==> config.mk <==
export PLATFORM = sky130hd
export DESIGN_NAME = rsa_sequencer
export DESIGN_NICKNAME = d
export VERILOG_FILES = /design/src/rtl/rsa_sequencer.sv
export SDC_FILE = /design/constraint.sdc
export NUM_CORES = 1
export LEC_CHECK = 0
export ABC_AREA = 1
export CAP_MARGIN = 10
export CORE_MARGIN = 2
export CORE_UTILIZATION = 40
export CTS_CLUSTER_DIAMETER = 50
export DETAILED_ROUTE_END_ITERATION = 8
export PLACE_DENSITY = 0.76
export SLEW_MARGIN = 20
export SYNTH_ARGS = -nofsm -noshare
export SYNTH_HDL_FRONTEND = slang
export SYNTH_SLANG_ARGS = --single-unit
==> constraint.sdc <==
create_clock -name clk -period 1.1 [get_ports clk]
set_clock_uncertainty 0.1 [all_clocks]
set_input_delay 0.11 -clock clk [delete_from_list [all_inputs] [get_ports clk]]
set_output_delay 0.11 -clock clk [all_outputs]
set_load 0.02 [all_outputs]
==> src/rtl/rsa_sequencer.sv <==
// Bus-facing sequencer for the RSA modular-exponentiation engine: operand registers,
// arm/run control and sticky status. Define RSA_SEQ_TIMEOUT_EN to build the RUN watchdog.
module rsa_sequencer #(
  parameter int WIDTH   = 8,
  parameter int TIMEOUT = 4096
) (
  input  logic             clk,
  input  logic             rst,
  input  logic             wr_en,
  input  logic [1:0]       wr_addr,
  input  logic [WIDTH-1:0] wr_data,
  input  logic             start,
  input  logic             irq_ack,
  output logic             busy,
  output logic             done,
  output logic             err,
  output logic             irq,
  output logic [WIDTH-1:0] result,
  output logic             eng_ena,
  output logic             eng_clear,
  output logic [WIDTH-1:0] eng_m,
  output logic [WIDTH-1:0] eng_e,
  output logic [WIDTH-1:0] eng_p,
  output logic [WIDTH-1:0] eng_c,
  input  logic             eng_eoc,
  input  logic [WIDTH-1:0] eng_result
);

  localparam logic [1:0] S_IDLE  = 2'd0;
  localparam logic [1:0] S_ARM   = 2'd1;
  localparam logic [1:0] S_RUN   = 2'd2;
  localparam logic [1:0] S_ABORT = 2'd3;

  logic [1:0] state;
  logic [1:0] state_nxt;
  logic       timeout_hit;
  logic       run_done;
  logic       run_abort;

`ifdef RSA_SEQ_TIMEOUT_EN
  localparam int CW = $clog2(TIMEOUT + 1);

  logic [CW-1:0] run_cnt;

  always_ff @(posedge clk) begin
    if (rst)
      run_cnt <= '0;
    else if (state == S_IDLE && start)
      run_cnt <= '0;
    else if (state == S_RUN)
      run_cnt <= run_cnt + CW'(1);
  end

  assign timeout_hit = (run_cnt == CW'(TIMEOUT - 1));

  always_ff @(posedge clk) begin
    if (rst)
      err <= 1'b0;
    else if (state == S_IDLE && start)
      err <= 1'b0;
    else if (run_abort)
      err <= 1'b1;
  end
`else
  assign timeout_hit = 1'b0;
  assign err         = 1'b0;
`endif

  // Completion takes priority over a timeout landing in the same RUN cycle.
  assign run_done  = (state == S_RUN) && eng_eoc;
  assign run_abort = (state == S_RUN) && !eng_eoc && timeout_hit;

  always_comb begin
    state_nxt = state;
    case (state)
      S_IDLE:  if (start) state_nxt = S_ARM;
      S_ARM:   state_nxt = S_RUN;
      S_RUN: begin
        if (run_done)       state_nxt = S_IDLE;
        else if (run_abort) state_nxt = S_ABORT;
      end
      default: state_nxt = S_IDLE;
    endcase
  end

  always_ff @(posedge clk) begin
    if (rst) begin
      state  <= S_IDLE;
      eng_m  <= '0;
      eng_e  <= '0;
      eng_p  <= '0;
      eng_c  <= '0;
      result <= '0;
      done   <= 1'b0;
      irq    <= 1'b0;
    end else begin
      state <= state_nxt;
      if (state == S_IDLE && wr_en) begin
        case (wr_addr)
          2'd0:    eng_m <= wr_data;
          2'd1:    eng_e <= wr_data;
          2'd2:    eng_p <= wr_data;
          default: eng_c <= wr_data;
        endcase
      end
      if (state == S_IDLE && start)
        done <= 1'b0;
      else if (run_done)
        done <= 1'b1;
      if (run_done)
        result <= eng_result;
      if (run_done || run_abort)
        irq <= 1'b1;
      else if (irq_ack)
        irq <= 1'b0;
    end
  end

  assign busy      = (state != S_IDLE);
  assign eng_ena   = (state != S_IDLE);
  assign eng_clear = !(state == S_ARM || state == S_ABORT);

endmodule

==> impl_metrics.json, run 1 <==
{
  "status": "finished, violations left",
  "min_path_type": "in2reg",
  "yosys_warnings": 0,
  "fp-row-count": 25,
  "hold_start": "start",
  "r2r-end": "eng_m[2]",
  "core_area_um2": 4690,
  "grtUsageTotal_pct": 19.8,
  "min_to": "state[0]",
  "synth_cell_types": 22,
  "final.period_utilization_pct": 114,
  "path_clk_slew_ns": 0.08,
  "setup_slack_ns": -0.154,
  "power.density_nw_per_um2": 1280,
  "vias_per_cell": 4.68,
  "drive_gt1_share_pct": 30.2,
  "cts_buffers": 5,
  "power_leakage_uw": 0.00145,
  "max_stage_delay_ns": 0.34,
  "combPwrFrac_pct": 24.5,
  "grt_pass1_wl_um": 8250,
  "antenna_cells": 0,
  "violations": "setup timing",
  "drt_iter0_markers": 125,
  "crit_path_end_kind": "flop",
  "initial_core_util_pct": 41.0,
  "antenna_found_initial": 0,
  "p_clk_share_pct": 29.4,
  "crit_arrival_ns": 1.39,
  "syn_inst": 280,
  "reg2regPathDepth": 7,
  "p_sw_uw": 1070,
  "fin_setup_tns_ns": -3.54,
  "die_w_um": 73.4,
  "cp_slowest_cell": "dfxtp_2",
  "syn-num-nets": 304,
  "drv_cap": 0,
  "dp_slack_ns": -0.346,
  "hold_violations": 0,
  "vdd_drop_max_v": 0.000698,
  "p_int_uw": 2650,
  "ff2ff_setup_slack_ns": -0.15,
  "fmax_mhz": 797,
  "layoutNonFillerInstCount": 425,
  "min_period_ns": 1.25,
  "htreeDepth": 2,
  "synth_area_um2": 1930,
  "nets": 395,
  "slew_violations": 0,
  "yosysSeqAreaShare_pct": 45.7,
  "cp_num_buf_inv": 3,
  "die_area_um2": 5380,
  "whs_path_depth": 3,
  "dp_hpwl_um": 3490,
  "critPathKind": "reg2reg",
  "routedWlPerCell_um": 11.6,
  "gp_congestion": 0.804,
  "rsz0062_at_grt": "yes",
  "io_buffers": 68,
  "routed_wl_um": 4950,
  "final_cell_mix": "nor2_1, nand2_1, inv_1",
  "finalSetupViolCount": 34,
  "sw_frac_of_total_pct": 28.9,
  "rr_startpoint": "state[0]",
  "path_delay_family": "simple AND/OR/NAND/NOR gates",
  "ctsHoldBuffers": 0,
  "drt-pass1-iter-count": 5,
  "clockBufferDepth": 2,
  "drc": 0,
  "power_frac_seq_pct": 46.2,
  "gr-total-overflow": 0,
  "vias": 1990,
  "clock_tree.root_cell": "clkbuf_8",
  "cts_tree": "built",
  "final_common_cell": "nor2_1",
  "path_cells": "nor2_4 > buf_8 > buf_12 > nand3_4 > nand2_1 > inv_1 > nor2_1",
  "timing.hold.ws_ns": 0.285,
  "ys_seq_elements": 44,
  "place_inst": 410,
  "pin_count": 70,
  "n_fill_cell": 419,
  "insertion_delay_ns": 0.29,
  "syn_to_final_growth_pct": 51.1,
  "drtAntennaViolNets": 0,
  "start_kind": "flop",
  "syn_avg_cell_area_um2": 6.88,
  "fp.dieH_um": 73.4,
  "grt_max_degree": 33,
  "clkSinkCount": 44,
  "required_ns": 1.24,
  "grt_pass1_vias": 1859,
  "cp_max_fo": 8
}
## metal layers
| metal | routed length [um] | vias up | GRT usage (%) |
|---|---|---|---|
| met4 | 185 | 0 | 12.3 |
| met2 | 2320 | 51 | 30.8 |
| met1 | 2190 | 874 | 25.3 |
| met3 | 252 | 15 | 3.57 |
| met5 | 0 | - | 0 |
| li1 | - | 1050 | - |
## tightest hold or removal path: cells and delay by family
kind / cells / cell delay, ns
buffers and inverters: 2 / 0.48
and+or+nand+nor: 1 / 0.05
## cell usage after synthesis, drive strengths merged
cell	n	area share, %
clkbuf	3	0.58
a21oi	1	0.26
buf	10	2.6
nand2	53	10
conb	1	0.19
o21ai	10	2.6
nor2	72	15
inv	48	9.4
nand3	3	1.7
clkinv	1	0.19
nand4	32	10
dfxtp	44	46
nor3	1	0.26
and3	1	0.33
## through the flow
stage | utilization, % | total power (uW) | instance area, um^2
6_report | 62.0 | 3720 | 2910
5_1_grt | 62.0 | 3880 | 2910
4_1_cts | 59.7 | 3660 | 2800
3_5_place_dp | 60.5 | 2620 | 2840
3_3_place_gp | 60.5 | 2600 | 2840
2_1_floorplan | - | 2200 | 1940
## worst max path at each step
stage	slack, ns	from	to	cells after the start
after floorplan	-0.05	state[0]	eng_e[0]	5
after global placement	-0.31	wr_addr[0]	eng_p[3]	7
after detailed placement	-0.35	wr_addr[1]	eng_m[6]	8
after CTS	-0.15	state[1]	eng_m[2]	7
after global routing	-0.21	state[0]	eng_e[2]	6
final	-0.15	state[0]	eng_m[2]	7
## power by group through the flow
stage	clock network (uW)	logic (uW)	registers (uW)
5_1_grt	1160	992	1730
2_1_floorplan	0	353	1850
6_report	1090	911	1720
3_3_place_gp	0	846	1750
3_5_place_dp	0	860	1760
4_1_cts	1110	829	1720
## state kept, by name (all words and copies together) (netlist names)
name    flops
eng_c       8
irq         1
eng_p       8
result      8
state       2
eng_e       8
eng_m       8
done        1
## what timing repair did
action                     CTS  global route
gates resized for setup    186            41
setup buffers                2             2
setup endpoints to repair   87            50
pin swaps                   20            24
gates cloned                 1             3
## cell families (layout without fill, tap and decap cells)
| family | Yosys count | in the layout | share of synthesized area [%] |
|---|---|---|---|
| and+or+nand+nor | 162 | 163 | 38.5 |
| DFF | 44 | 44 | 45.7 |
| AOI/OAI and AO/OA | 11 | 11 | 2.86 |
| other | 1 | 1 | 0.195 |
| buffers and inverters | 62 | 152 | 12.7 |
## layout make-up
type                       count  area, um^2  area share, %
clock buffer                   7        96.3           3.31
inverter                      49         189           6.49
multi-input combinational    175         887           30.5
sequential                    44         885           30.4
tap                           54        67.6           2.32
timing repair buffer          95         778           26.8
timing repair inverter         1        6.26          0.215
No activity file was read; power rests on OpenSTA's default activity.
==> inputs of run 2 (changes only) <==
--- a/config.mk
+++ b/config.mk
@@ -12,7 +12,8 @@
 export CTS_CLUSTER_DIAMETER = 50
 export DETAILED_ROUTE_END_ITERATION = 8
 export PLACE_DENSITY = 0.76
-export SLEW_MARGIN = 20
+export SKIP_CTS_REPAIR_TIMING = 1
+export SLEW_MARGIN = 30
 export SYNTH_ARGS = -nofsm -noshare
 export SYNTH_HDL_FRONTEND = slang
 export SYNTH_SLANG_ARGS = --single-unit
==> run 2 against run 1 <==
  * The run still ends with setup timing left
  * Global-route usage down 0.31 points
  * Wire length up 7.5%
  * Cell count unchanged
  * Critical endpoint is now eng_m[5]
  * Largest cell class is now buffers
==> impl_metrics.json, run 2 (synthesized netlist as in run 1, its figures left out) <==
{
  "status": "finished, violations left",
  "violations": "setup timing",
  "syn_to_final_growth_pct": 60.2,
  "routed_wl_um": 5320,
  "core_area_um2": 4690,
  "vias": 2020,
  "cts_buffers": 5,
  "path_cells": "nor2_4 > buf_8 > buf_12 > nand3_4 > nand2_2 > inv_2 > nor2_2",
  "insertion_delay_ns": 0.30,
  "hold_start": "start",
  "vdd_drop_max_v": 0.000638,
  "dp_hpwl_um": 3490,
  "timing.hold.ws_ns": 0.283,
  "pin_count": 70,
  "gr-total-overflow": 0,
  "cts_tree": "built",
  "drt_iter0_markers": 115,
  "cp_num_buf_inv": 3,
  "crit_path_end_kind": "flop",
  "slew_violations": 0,
  "regArea_um2": 886,
  "crit_cells": 7,
  "nets": 395,
  "drc": 0,
  "gp_congestion": 0.804,
  "drv_cap": 0,
  "min_period_ns": 1.30,
  "max_stage_delay_ns": 0.36,
  "die_w_um": 73.4,
  "cp_max_fo": 8,
  "top_usage_layer": "met2",
  "clock_tree.root_cell": "clkbuf_8",
  "endpoint": "eng_m[5]",
  "rr_startpoint": "state[0]",
  "r2r-end": "eng_m[5]",
  "path_delay_family": "simple AND/OR/NAND/NOR gates",
  "final.period_utilization_pct": 118,
  "fin_setup_tns_ns": -5.25,
  "final_common_cell": "nor2_1",
  "setup_slack_ns": -0.198,
  "drive_gt1_share_pct": 28.6,
  "antenna_cells": 0,
  "fp-row-count": 25,
  "htreeDepth": 2,
  "grt_pass1_wl_um": 8140,
  "clkSinkCount": 44,
  "fmax_mhz": 771,
  "io_buffers": 68,
  "crit_start": "state[0]",
  "initial_core_util_pct": 41.0,
  "clockBufferDepth": 2,
  "reg2regPathDepth": 7,
  "grt.met1_usage_pct": 24.3,
  "antenna_found_initial": 0,
  "die_area_um2": 5380,
  "required_ns": 1.24,
  "grt_max_degree": 33,
  "grtUsageTotal_pct": 19.5,
  "hold_violations": 0,
  "final_cell_mix": "nor2_1, nand2_1, dfxtp_1",
  "met3_usage_pct": 3.43,
  "grt_util_met2_pct": 31.4,
  "vias_per_cell": 4.75,
  "multi_input_area_um2": 911,
  "ff2ff_setup_slack_ns": -0.20,
  "cp_slowest_cell": "dfxtp_4",
  "fp.dieH_um": 73.4,
  "grt_pass1_vias": 1844,
  "crit_arrival_ns": 1.44,
  "drt-pass1-iter-count": 4,
  "path_clk_slew_ns": 0.08,
  "min_path_type": "in2reg",
  "finalSetupViolCount": 42,
  "power.density_nw_per_um2": 1230,
  "n_fill_cell": 388,
  "final_util_pct": 65.7,
  "drtAntennaViolNets": 0,
  "start_kind": "flop",
  "critPathKind": "reg2reg",
  "power_leakage_uw": 0.00173,
  "rsz0062_at_grt": "yes",
  "routedWlPerCell_um": 12.5
}
-- run 2: cell count changes in the layout (fill, tap and decap cells not counted), moves of 3 or more --
cell,change
o21ai_2,+3
buf_4,-3
nand2_1,-3
clkbuf_2,+24
buf_2,-40
dlymetal6s2s_1,+18
nor2_2,+3
nand2_2,+3
inv_2,+4
inv_1,-4
-- run 2: worst min-delay path: cells and delay by family --
family                 cells  cell delay, ns
buffers and inverters      2            0.48
AND/OR/NAND/NOR            1            0.05
-- run 2: power by group --
| part | switching, uW | internal (uW) | leakage [uW] |
|---|---|---|---|
| clock network | 535 | 560 | 0.0000503 |
| registers | 44.8 | 1680 | 0.000360 |
| logic | 519 | 451 | 0.00132 |
| total | 1100 | 2690 | 0.00173 |
-- run 2: metal layers --
metal,vias up,part of all wire [%]
met5,-,0
met4,0,2.3
met3,9,5.6
met2,60,51
met1,903,41
li1,1048,-
-- run 2: layout make-up --
cell class	count	share of cell area, %
repair inverters	1	0.203
inverters	49	6.21
well taps	54	2.19
flip-flops and latches	44	28.7
multi-input cells	175	29.5
clock buffers	7	3.12
repair buffers	95	30.0
-- run 2: worst min path at each step --
stage | endpoint | slack (ns) | cells after the start
after global placement | irq | 0.35 | 2
after global routing | state[0] | 0.28 | 3
after floorplan | irq | 0.08 | 1
final | state[0] | 0.28 | 3
after detailed placement | irq | 0.35 | 2
after CTS | state[0] | 0.28 | 3
-- run 2: stage by stage --
step / setup WS [ns] / area (um^2) / total power (uW) / instances
2_1_floorplan: -0.0489 / 1940 / 2200 / 280
3_3_place_gp: -0.310 / 2840 / 2600 / 410
3_5_place_dp: -0.346 / 2840 / 2620 / 410
4_1_cts: -0.536 / 2930 / 3700 / 417
5_1_grt: -0.280 / 3080 / 3940 / 425
6_report: -0.198 / 3080 / 3790 / 425
==> inputs of run 3 (changes only) <==
--- a/config.mk
+++ b/config.mk
@@ -6,12 +6,12 @@
 export NUM_CORES = 1
 export LEC_CHECK = 0
 export ABC_AREA = 1
-export CAP_MARGIN = 10
+export CAP_MARGIN = 20
 export CORE_MARGIN = 2
 export CORE_UTILIZATION = 40
 export CTS_CLUSTER_DIAMETER = 50
 export DETAILED_ROUTE_END_ITERATION = 8
-export PLACE_DENSITY = 0.76
+export PLACE_DENSITY = 0.73
 export SKIP_CTS_REPAIR_TIMING = 1
 export SLEW_MARGIN = 30
 export SYNTH_ARGS = -nofsm -noshare
==> constraint.sdc (replaced) <==
create_clock -name clk -period 1.21 [get_ports clk]
set_clock_uncertainty 0.1 [all_clocks]
set_input_delay 0.121 -clock clk [delete_from_list [all_inputs] [get_ports clk]]
set_output_delay 0.121 -clock clk [all_outputs]
set_load 0.02 [all_outputs]
==> run 3 against run 2 <==
  * The run still ends with setup timing left
  * First-iteration DRC count down 28%
  * Clock power down 12%
  * Count of clock-buffer cells in the layout unchanged
  * Highest routed layer unchanged
  * Critical endpoint is now eng_c[1]
  * Critical path type unchanged
  * Power fell by 11%
  * Fmax is 3.5% higher
  * Global-route usage is 0.98 points lower
  * Die area is the same
  * Via count grew 0.99%
  * Sequential share of layout area down 0.59 points
  * Sequential cell count did not move
==> impl_metrics.json, run 3 (synthesized netlist as in run 1, its figures left out) <==
{
  "path_delay_family": "buffers and inverters",
  "antenna_found_initial": 0,
  "fmax_mhz": 798,
  "power_leakage_uw": 0.00208,
  "drv_cap": 0,
  "reg2regPathDepth": 7,
  "crit_arrival_ns": 1.35,
  "rsz0062_at_grt": "yes",
  "path_cells": "nor2_4 > buf_8 > buf_12 > buf_8 > nand4_1 > nand2_1 > nor2_1",
  "grt_pass1_wl_um": 7660,
  "finalSetupViolCount": 18,
  "vias_per_cell": 4.79,
  "total_power_uw": 3380,
  "crit_path_end_kind": "flop",
  "pin_count": 70,
  "cpMostUsedCell": "buf_8",
  "vias": 2040,
  "gp_congestion": 0.839,
  "min_path_type": "in2reg",
  "drive_gt1_share_pct": 15.1,
  "grtUsageTotal_pct": 18.5,
  "final.period_utilization_pct": 104,
  "drt_iter0_markers": 83,
  "htreeDepth": 2,
  "cp_max_fo": 7,
  "final_util_pct": 66.9,
  "cp_num_buf_inv": 3,
  "routed_wl_um": 5150,
  "min_period_ns": 1.25,
  "cts_tree": "built",
  "fp.dieH_um": 73.4,
  "clock_tree.root_cell": "clkbuf_8",
  "core_area_um2": 4690,
  "required_ns": 1.30,
  "grt_max_degree": 33,
  "gr-total-overflow": 0,
  "crit_cells": 7,
  "path_clk_slew_ns": 0.08,
  "dp_hpwl_um": 3460,
  "cp_slowest_cell": "dfxtp_2",
  "clkSinkCount": 44,
  "final_cell_mix": "nor2_1, nand2_1, inv_1",
  "status": "finished, violations left",
  "antenna_cells": 0,
  "max_stage_delay_ns": 0.34,
  "setup_slack_ns": -0.0432,
  "vdd_drop_max_v": 0.000554,
  "nets": 396,
  "syn_to_final_growth_pct": 63.1,
  "power.density_nw_per_um2": 1080,
  "initial_core_util_pct": 41.0,
  "die_area_um2": 5380,
  "insertion_delay_ns": 0.29,
  "drc": 0,
  "hold_violations": 0,
  "die_w_um": 73.4,
  "clockBufferDepth": 2,
  "drtAntennaViolNets": 0,
  "drt-pass1-iter-count": 4,
  "whs_path_depth": 3,
  "violations": "setup timing",
  "layoutNonFillerInstCount": 426,
  "cts_buffers": 5,
  "start_kind": "flop",
  "slew_violations": 0,
  "fp-row-count": 25,
  "grt_pass1_vias": 1762,
  "routedWlPerCell_um": 12.1,
  "place_inst": 410,
  "final_common_cell": "nor2_1",
  "critPathKind": "reg2reg",
  "io_buffers": 68
}
-- run 3: changes by cell type in the layout (fill, tap and decap cells not counted), moves of 4 or more --
cell	delta
buf_4	+7
buf_6	-5
clkbuf_2	-24
dlymetal6s2s_1	+24
inv_1	+6
inv_2	-6
nand2_1	+5
nand2_2	-4
nor2_1	+8
nor2_2	-8
o21ai_0	+8
o21ai_2	-7
-- run 3: final timing paths --
check / endpoint / slack, ns / from
worst min register to register: irq / 0.37 / irq
worst max-delay path: eng_c[1] / -0.04 / state[0]
worst min-delay path: state[0] / 0.26 / start
worst max register to register: eng_c[1] / -0.04 / state[0]
-- run 3: layout make-up --
| type | instances | area (um^2) |
|---|---|---|
| Clock buffer | 7 | 96.3 |
| Fill cell | 397 | 1550 |
| Inverter | 49 | 186 |
| Multi-Input combinational cell | 175 | 827 |
| Sequential cell | 44 | 883 |
| Tap cell | 54 | 67.6 |
| Timing Repair Buffer | 96 | 1070 |
| Timing Repair inverter | 1 | 7.51 |
-- run 3: stage by stage --
stage	setup WS [ns]	hold WS, ns	setup TNS [ns]	cell area [um^2]
global placement	-0.242	0.353	-8.94	2820
CTS	-0.459	0.268	-15.41	2920
finish	-0.0432	0.265	-0.372	3140
floorplan	0.0341	0.0901	0	1930
global route	-0.126	0.286	-2.98	3140
detailed placement	-0.268	0.355	-9.21	2820
-- run 3: tightest hold or removal path, delay by kind of cell --
family	cells	cell delay, ns
simple gates	1	0.05
buf+inv	2	0.45
-- run 3: power by group --
group          switching, uW  total (uW)  leakage [uW]  internal (uW)
logic                    440         849       0.00167            410
registers               37.3        1560      0.000359           1520
clock network            464         972     0.0000503            508
-- run 3: per-layer routing --
layer	GRT usage, %	share of wire [%]	up-vias
met5	0	0	-
met4	9.09	2.3	0
met3	4.53	6.6	13
met2	30.0	47	75
met1	22.9	45	906
li1	-	-	1046
==> patch (settings of run 1) <==
`WIDTH`: 8 -> 10.
--- a/src/rtl/rsa_sequencer.sv
+++ b/src/rtl/rsa_sequencer.sv
@@ -1,7 +1,7 @@
 // Bus-facing sequencer for the RSA modular-exponentiation engine: operand registers,
 // arm/run control and sticky status. Define RSA_SEQ_TIMEOUT_EN to build the RUN watchdog.
 module rsa_sequencer #(
-  parameter int WIDTH   = 8,
+  parameter int WIDTH   = 10,
   parameter int TIMEOUT = 4096
 ) (
   input  logic             clk,
Ports: changed (7 resized); port bits go from 70 to 84. The function was not compared with the original's and may differ.
==> patch against run 1 <==
The flow still finishes with violations (setup timing); clock power is 4% lower; area after synthesis is 22% higher; sequential cell count is 10 higher; worst hold slack worse by 0.013 ns; setup slack better by 0.0010 ns; design area is 23% higher; combinational power is 25% higher; wire length is 46% higher; core utilization is 1.7 points higher; total power is 16% higher; critical path type unchanged.
==> patch: results (changes against run 1) <==
<table>
<tr><th>Metric</th><th>Value</th></tr>
<tr><th colspan="2">Outcome</th></tr>
<tr><td>Status</td><td>finished with violations</td></tr>
<tr><td>Violations in the final reports</td><td>setup timing</td></tr>
<tr><th colspan="2">Worst setup path</th></tr>
<tr><td>Largest driver fanout on the critical path</td><td>14 (+6)</td></tr>
<tr><td>Count of cells along the worst register-to-register path</td><td>6 (-1)</td></tr>
<tr><td>Startpoint of the worst setup timing path</td><td>state[1]$_SDFFE_PP0P_</td></tr>
<tr><th colspan="2">Finish</th></tr>
<tr><td>Synth-to-layout area growth</td><td>51.57%</td></tr>
<tr><td>Number of inserted filler cells in the final layout</td><td>525 (+25%)</td></tr>
<tr><td>Final nets</td><td>476 (+21%)</td></tr>
<tr><th colspan="2">Detailed routing</th></tr>
<tr><td>WL/cell</td><td>13.92 um (+20%)</td></tr>
<tr><td>First-pass iteration count of the detailed router</td><td>4 (-1)</td></tr>
<tr><td>Per-cell via count in the routed design</td><td>4.887 (+4.4%)</td></tr>
<tr><td>Sum of routed wire length over all layers</td><td>7240 um (+46%)</td></tr>
<tr><th colspan="2">Placement</th></tr>
<tr><td>Placement Cell Area</td><td>3432 sq um (+21%)</td></tr>
<tr><td>Post-DP HPWL</td><td>4685 um (+34%)</td></tr>
<tr><td>Total placed cells including tap cells</td><td>505 (+23%)</td></tr>
<tr><th colspan="2">Synthesis</th></tr>
<tr><td>Cell types occupying the most area after synthesis</td><td>sky130_fd_sc_hd__dfxtp_1, sky130_fd_sc_hd__nor2_1, sky130_fd_sc_hd__nand4_1, sky130_fd_sc_hd__nand2_1, sky130_fd_sc_hd__inv_1</td></tr>
<tr><td>Sequential cell area fraction in the yosys report</td><td>45.88% (+0.14 points)</td></tr>
<tr><th colspan="2">Power and ir drop</th></tr>
<tr><td>Internal power component</td><td>2.984 mW (+13%)</td></tr>
<tr><td>Share of total power in the clock network</td><td>24.4% (-5.0 points)</td></tr>
<tr><td>Gate power share</td><td>26.5% (+2.0 points)</td></tr>
<tr><td>VDD IR-drop max</td><td>0.0005982 V (-14%)</td></tr>
<tr><th colspan="2">Clocking</th></tr>
<tr><td>Gates resized, CTS repair</td><td>250 (+34%)</td></tr>
<tr><td>Post-CTS setup buffer count</td><td>0 (-2)</td></tr>
<tr><th colspan="2">Timing</th></tr>
<tr><td>Total setup violations reported at the end of the flow</td><td>54 (+59%)</td></tr>
<tr><td>Setup slack after layout</td><td>-0.1532 ns (+0.0009960 ns)</td></tr>
<tr><td>Post-route setup TNS</td><td>-6.032 ns (-2.490 ns)</td></tr>
<tr><th colspan="2">GRT</th></tr>
<tr><td>Vias in the first global route</td><td>2367 (+27%)</td></tr>
</table>
## patch: worst min path at each step
stage                                start                    end  slack, ns  depth (start not counted)
final                                start  state[0]$_SDFFE_PP0P_       0.27                          3
after global routing                 start  state[0]$_SDFFE_PP0P_       0.26                          3
after CTS                            start  state[0]$_SDFFE_PP0P_       0.26                          3
after detailed placement  irq$_SDFFE_PP0P_       irq$_SDFFE_PP0P_       0.37                          2
after global placement    irq$_SDFFE_PP0P_       irq$_SDFFE_PP0P_       0.35                          2
after floorplan                        rst       irq$_SDFFE_PP0P_       0.08                          1
## patch: routing by layer
layer	GRT usage (%)	wire length [um]	vias up
met2	37.42	3508	96
met4	7.966	112	0
met3	4.889	570	8
met1	29.78	3048	1165
li1	-	-	1272
met5	0	0	-
## patch: cell type report
cell class	count	area share, %
multi-input combinational	216	32.94
sequential	54	30.38
timing repair buffer	112	25.75
inverter	59	6.272
tap	72	2.523
clock buffer	7	2.137
